### src/rtl/display_scanner.sv
// Four-digit multiplexed seven-segment scanner with per-slot anti-ghosting gap,
// frame-synchronous value update and a registered frame_done pulse.
module display_scanner #(
  parameter int DIV = 50000,
  parameter int GAP = 500
) (
  input  logic        clk,
  input  logic        rst_n,
  input  logic [15:0] value_in,
  input  logic        load,
  input  logic [3:0]  blank,
  output logic [3:0]  num,
  output logic [3:0]  an,
  output logic        frame_done
);

  localparam int CW = (DIV > 1) ? $clog2(DIV) : 1;
  localparam logic [CW-1:0] LAST  = CW'(DIV - 1);
  localparam logic [CW-1:0] GAP_C = CW'(GAP);

  typedef enum logic {S_GAP, S_SHOW} state_t;

  state_t        state, state_n;
  logic [CW-1:0] cnt, cnt_n;
  logic [1:0]    digit, digit_n;
  logic          wrap, boundary;
  logic [15:0]   active, active_n, pending;
  logic          pending_valid;
  logic [3:0]    an_n;

  // Outputs are registered from next-cycle values so they line up with the
  // cnt/digit/state registers that update on the same edge.
  always_comb begin
    wrap     = (cnt == LAST);
    boundary = wrap && (digit == 2'd3);
    cnt_n    = wrap ? '0 : cnt + CW'(1);
    digit_n  = wrap ? digit + 2'd1 : digit;

    state_n = state;
    case (state)
      S_GAP:   if (cnt_n == GAP_C) state_n = S_SHOW;
      S_SHOW:  if (wrap) state_n = S_GAP;
      default: state_n = S_GAP;
    endcase

    active_n = active;
    if (boundary) begin
      if (load)               active_n = value_in;
      else if (pending_valid) active_n = pending;
    end

    an_n = '1;
    if (state_n == S_SHOW && !blank[digit_n]) an_n[digit_n] = 1'b0;
  end

  always_ff @(posedge clk or negedge rst_n) begin
    if (!rst_n) begin
      cnt           <= '0;
      digit         <= '0;
      state         <= S_GAP;
      active        <= '0;
      pending       <= '0;
      pending_valid <= 1'b0;
      num           <= '0;
      an            <= '1;
      frame_done    <= 1'b0;
    end else begin
      cnt    <= cnt_n;
      digit  <= digit_n;
      state  <= state_n;
      active <= active_n;
      // A load on the boundary goes straight to active, so pending is dropped.
      if (boundary) begin
        pending_valid <= 1'b0;
      end else if (load) begin
        pending       <= value_in;
        pending_valid <= 1'b1;
      end
      num        <= active_n[{digit_n, 2'b00} +: 4];
      an         <= an_n;
      frame_done <= (digit_n == 2'd3) && (cnt_n == LAST);
    end
  end

endmodule

### config.mk
export PLATFORM = sky130hd
export DESIGN_NAME = display_scanner
export DESIGN_NICKNAME = d
export VERILOG_FILES = /design/src/rtl/display_scanner.sv
export SDC_FILE = /design/constraint.sdc
export NUM_CORES = 1
export LEC_CHECK = 0
export ABC_AREA = 1
export BUFFER_PORTS_ARGS = -buffer_cell sky130_fd_sc_hd__buf_4
export CAP_MARGIN = 20
export CORE_MARGIN = 5
export CORE_UTILIZATION = 50
export DETAILED_ROUTE_END_ITERATION = 10
export PLACE_DENSITY = 0.69
export SLEW_MARGIN = 30
export SYNTH_ARGS = -nofsm -noshare
export SYNTH_HDL_FRONTEND = slang
export SYNTH_SLANG_ARGS = --single-unit
### constraint.sdc
create_clock -name clk -period 3.3 [get_ports clk]
set_input_delay 0.165 -clock clk [delete_from_list [all_inputs] [get_ports clk]]
set_output_delay 0.165 -clock clk [all_outputs]
set_load 0.02 [all_outputs]
* Yosys cells after proc, flatten, opt, wreduce, memory -nomap -nowiden *
Index checks and enable logic that the tools add are counted.

storage, ports and cells
  register bits after elaboration = 61
  bits in latches = 0
  RAM bits = 0
  ROM bits = 0
  input port bits = 23
  output and inout bits = 9
  word-level logic and storage cells = 44
  memories = 0

cells by class
  add/subtract/negate cells = 2
  $mul = 0
  divide/modulo/power cells = 0
  magnitude comparators = 2
  equality and inequality tests = 5
  shift-type cells = 1
  multiplexer cells = 15
  bitwise logic cells = 3
  reduce and logical (&&, ||, !) cells = 7

operator list
  cell                   number
  $mux 16                4
  $eq 16x16->1 const B   2
  $add 16x1->16 const B  1
  $eq 16x9->1 const B    1
  $shiftx 16x5->4        1
  $mux 1                 6
  $eq 2x2->1 const B     2
  $logic_and 1x1->1      4
  $mux 4                 1
  $not 4->4              1
  $lt 2x3->1 const B     1
  $add 2x1->2 const B    1
  $bmux 1 s2             1
  $demux 1 s2            1
  $ge 2x1->1 const B     1
  $mux 2                 1
  $not 1->1              2
  $pmux 1 s2             1
  $reduce_and 2->1       1
  $reduce_bool 2->1      1
  $logic_not 1->1        1

* Longest topological paths before layout *
  word-level depth = 8
  mapped depth = 13
  mapped depth without buffers = 13

* Worst setup path before layout *
Ideal clock, no wire load.

  kind = reg2reg
  start point = reg cnt[1]
  end point = reg pending[12]
  library setup time = 0.127 ns
  arrival = 1.698 ns
  required time = 3.173 ns
  slack = 1.475 ns
  cell stages (with the launch flop) = 10
  buffers on the path = 1
  period minus slack after synthesis = 1.825 ns
  cells stage by stage = dfrtp_1 ha_1 nand3_4 nor2_4 nand2_2 nor2_4 inv_2 nand2_2 buf_6 mux2_1

on the way
  word-level cells in the longest chain between the ends = 4

RTL lines
  what                        line  source
  from (decl)                 24    logic [CW-1:0] cnt, cnt_n;
  from (signal assigned)      68    cnt <= cnt_n;
  $eq 16x16->1                34    wrap = (cnt == LAST);
  $logic_and 1x1->1           35    boundary = wrap && (digit == 2'd3);
  $not 1->1 (no line)         --
  $reduce_and 2->1 (no line)  --
  to (signal assigned)        76    pending <= value_in;
  to (decl)                   27    logic [15:0] active, active_n, pending;

No other way between the ends.
A chain may end at the register's enable or synchronous reset.

* Worst setup path in the final report *
  start point = reg cnt[1]
  end point = reg pending[11]

Same word-level chain as after synthesis.

==> impl_summary.md <==
Finish
The area growth from synthesis to final layout is 13.1%. The final non-filler cell area is 3880 µm². The filler cell count is 616. The post-route core utilization is between 50% and 60%. The net count of the finished layout is 499. The commonest non-fill, non-tap cell in the layout is nand2_1.

The fraction of layout cells with a size suffix above 1 is 22.0%. In the layout the commonest cells are nand2_1 (121), inv_1 (61), dfrtp_1 (57), buf_4 (33), o21ai_0 (31). The antenna diode count is 0.

Worst setup path
In this run the worst path has a maximum fanout of 16. The worst stage delay on the critical path is 0.39 ns. The highest-delay cell along the critical path is dfrtp_1. Traced cell by cell, the critical path runs through ha_1 > nand3_4 > nor2_4 > nand2_2 > nor2_4 > inv_2 > nand2_2 > buf_4 > o21ai_0. The type of the worst setup path is flip-flop to flip-flop. The critical path data required time is 3.51 ns.

The buffering stage count on the worst path with inverters included is 2. The worst setup path is launched from a flip-flop. The kind of cell adding the most delay to the critical path is simple AND/OR/NAND/NOR gates. The arrival time at the worst endpoint is 2.37 ns. The capturing element type of the critical path is a flip-flop.

Floorplanning
The x dimension of the die is between 90 and 100 µm. The initial standard-cell utilization of the core is 50.9%. From bottom edge to top edge, the die measures 92.9 µm. The overall die area is 8630 µm². The number of rows in the core area is 30. 32 I/O pins were placed.

In this run the standard cell core region covers ~6800 µm².

Global routing
The via count of the first global-routing pass is between 2000 and 3000. The initial antenna violation count is 0. The overall global routing resource usage is a little under a fifth. The first global-routing pass estimated 12500 µm of wire.

The largest net degree at the start of global routing is 62. The residual overflow from global routing is 0.

Pwr
Internal power comes to 1.10 mW. Dividing total power by cell area gives a power density of between 300 and 400 nW/µm². Sequential cells burn 53.0% of the power. Net switching is between 20% and 30% of the power.

The worst-case IR drop observed on VDD is 0.262 mV. The part of the total power dissipated in combinational logic is under 10%. The analysis attributes to cell leakage a power of 1.91 nW. The fraction of power consumed by the clock network is 40.2%. The switching power summed over all nets is 0.368 mW.

Clock network
The maximum buffer depth of the clock tree is 2. The count of clock tree sinks is 61. After clock tree synthesis, the setup repair step added 0 buffers. The cell at the root of the clock tree is clkbuf_8. At the later pin of the worst-skew pair, clock insertion delay measures 0.33 ns.

TritonCTS built the clock tree. Clock-pin slew was measured on the worst setup and hold paths at 0.07 ns. The H-tree level count is 3.

The number of gates resized after CTS is 0. The number of buffers added by the clock tree synthesis step is 9.

Route
Dividing the detail-routed via count by the number of cells gives 5.13. For this block, the routed nets add up to roughly 7400 µm of wire. The number of nets with antenna violations after detailed routing is 0.

For this run, design rule violations remaining after detail routing come to 0. The detailed router finished its first iteration with 190 violations. In the detailed route, the total length drawn on met2 is 3260 µm. The detailed-router iteration count before antenna repair is 4. The routed length per placed instance is 13.2 µm. Wire segments on met3 add up to 354 µm in the final route. After detailed routing, no signal wire sits above met4. The overall via count from detail_route is roughly 2900.

After detailed routing, the wire length on met1 is 3700 µm.

Synthesis
The synthesized netlist occupies a cell area of 3440 µm². After synthesis, the netlist uses 32 different library cells. Synthesis produced 439 cells. After synthesis, flip-flops and latches occupy 44.6% of the total area. The number of synthesized register bits is 61. The post-synthesis average cell area is 7.83 µm². For this run, the number of Yosys warnings is 0.

Synthesis produced a netlist with a net count of 465.

STA
The count of final hold-check violations is 0. Setup total negative slack on the finished layout was measured at 0 ns. Across the routed clock network, the largest skew measured is 0.0111 ns.

The count of pins over their slew limit is 0. For this run, the top clock speed supported by timing is 0.464 GHz. The worst path uses 65.3% of the clock period.

Setup violations remaining at the end of the flow were counted as 0. The minimum clock period is 2.16 ns. Setup repair after global routing left no endpoint under its margin. Headroom to the max-slew limit came out at 45.0%. At the pin with the least slew margin, the transition time is 0.824 ns.

Min path
The path class of the tightest hold or removal check is primary input to flip-flop.

Place
The number of buffer cells added on primary ports is 31. The placed standard-cell area is 3700 µm². The HPWL after detailed placement is 5390 µm.

The global placement routability congestion is 0.852.

Run status
The run finished with clean final reports.

Flow run
The number of maximum-capacitance violations is 0.
## routing by layer
layer	vias to the layer above	global-route usage (%)
li1	1458	-
met1	1331	26.8
met2	64	27.0
met3	7	3.66
met4	0	6.35
met5	-	0
## kinds of logic after synthesis
| logic type | after synthesis | share of synthesized area, % |
|---|---|---|
| and+or+nand+nor | 237 | 33.9 |
| adders and majority gates | 3 | 1.09 |
| muxes | 3 | 0.983 |
| AOI/OAI and AO/OA | 61 | 10.1 |
| buffers and inverters | 74 | 9.36 |
| DFF | 61 | 44.6 |
## path summary, 6_finish.rpt
path                               from           to  slack, ns  depth (start not counted)
max                              cnt[1]  pending[11]       1.14                          9
min                        value_in[13]  pending[13]       0.06                          2
max reg2reg                      cnt[1]  pending[11]       1.14                          9
min reg2reg                  active[14]   active[14]       0.48                          2
max in group asynchronous         rst_n       cnt[4]       2.35                          2
min in group asynchronous         rst_n       cnt[5]       0.46                          2
## state kept, by name (all words and copies together), names as in the netlist
name and count:
pending_valid 1, digit 2, active 16, pending 16, state 1, num 4, an 4, frame_done 1
cnt 16
## cells in the mapped netlist
cell type	count	area, µm²
nor2_1	28	105
mux2_1	3	33.8
o21ai_0	31	155
buf_12	1	20.0
or2_2	2	12.5
o21ai_1	15	75.1
nand4_1	12	75.1
buf_6	3	33.8
nand3_1	29	145
dfrtp_1	57	1430
nor3_2	3	30.0
dfstp_2	4	105
nand2_1	121	454
o22ai_1	3	18.8
nand2_2	18	113
nor2_4	8	90.1
nand3_2	1	10.0
nand3_4	2	35.0
o21ai_2	7	61.3
a21oi_1	4	20.0
buf_2	1	5.00
inv_1	61	229
nor3b_1	2	15.0
inv_2	2	7.51
nor2_2	7	43.8
ha_1	3	37.5
clkbuf_1	5	18.8
nor3_1	2	10.0
o21ai_4	1	16.3
clkbuf_4	1	7.51
nor2_8	1	20.0
and2_1	1	6.26
## area by class of cell
class	instances	area (µm²)	area share (%)
sequential	61	1530	39.4
timing repair buffer	34	258	6.63
inverter	63	236	6.09
clock inverter	6	38.8	0.998
multi-input combinational	304	1580	40.7
clock buffer	10	138	3.54
tap	80	100	2.58
## power groups by stage
stage / registers, mW / logic (mW) / clock network, mW
2_1_floorplan: 0.788 / 0.0599 / 0
3_3_place_gp: 0.790 / 0.0986 / 0
3_5_place_dp: 0.791 / 0.101 / 0
4_1_cts: 0.777 / 0.102 / 0.603
5_1_grt: 0.778 / 0.115 / 0.646
6_report: 0.777 / 0.100 / 0.590
## timing repair
item / CTS / global route
setup endpoints to repair: 0 / 0
hold buffers: 1 / 0
endpoints found under the hold margin: 57 / 0
## stage by stage
stage               hold WS (ns)  power, mW  setup WS, ns  std cells
finish                    0.0582       1.47          1.14        558
global route              0.0510       1.54         0.913        558
CTS                       0.0480       1.48          1.14        558
detailed placement         0.296      0.891          1.13        541
global placement           0.299      0.889          1.20        541
floorplan                 -0.131      0.848          1.47        439
No activity file was read; power rests on OpenSTA's default activity.
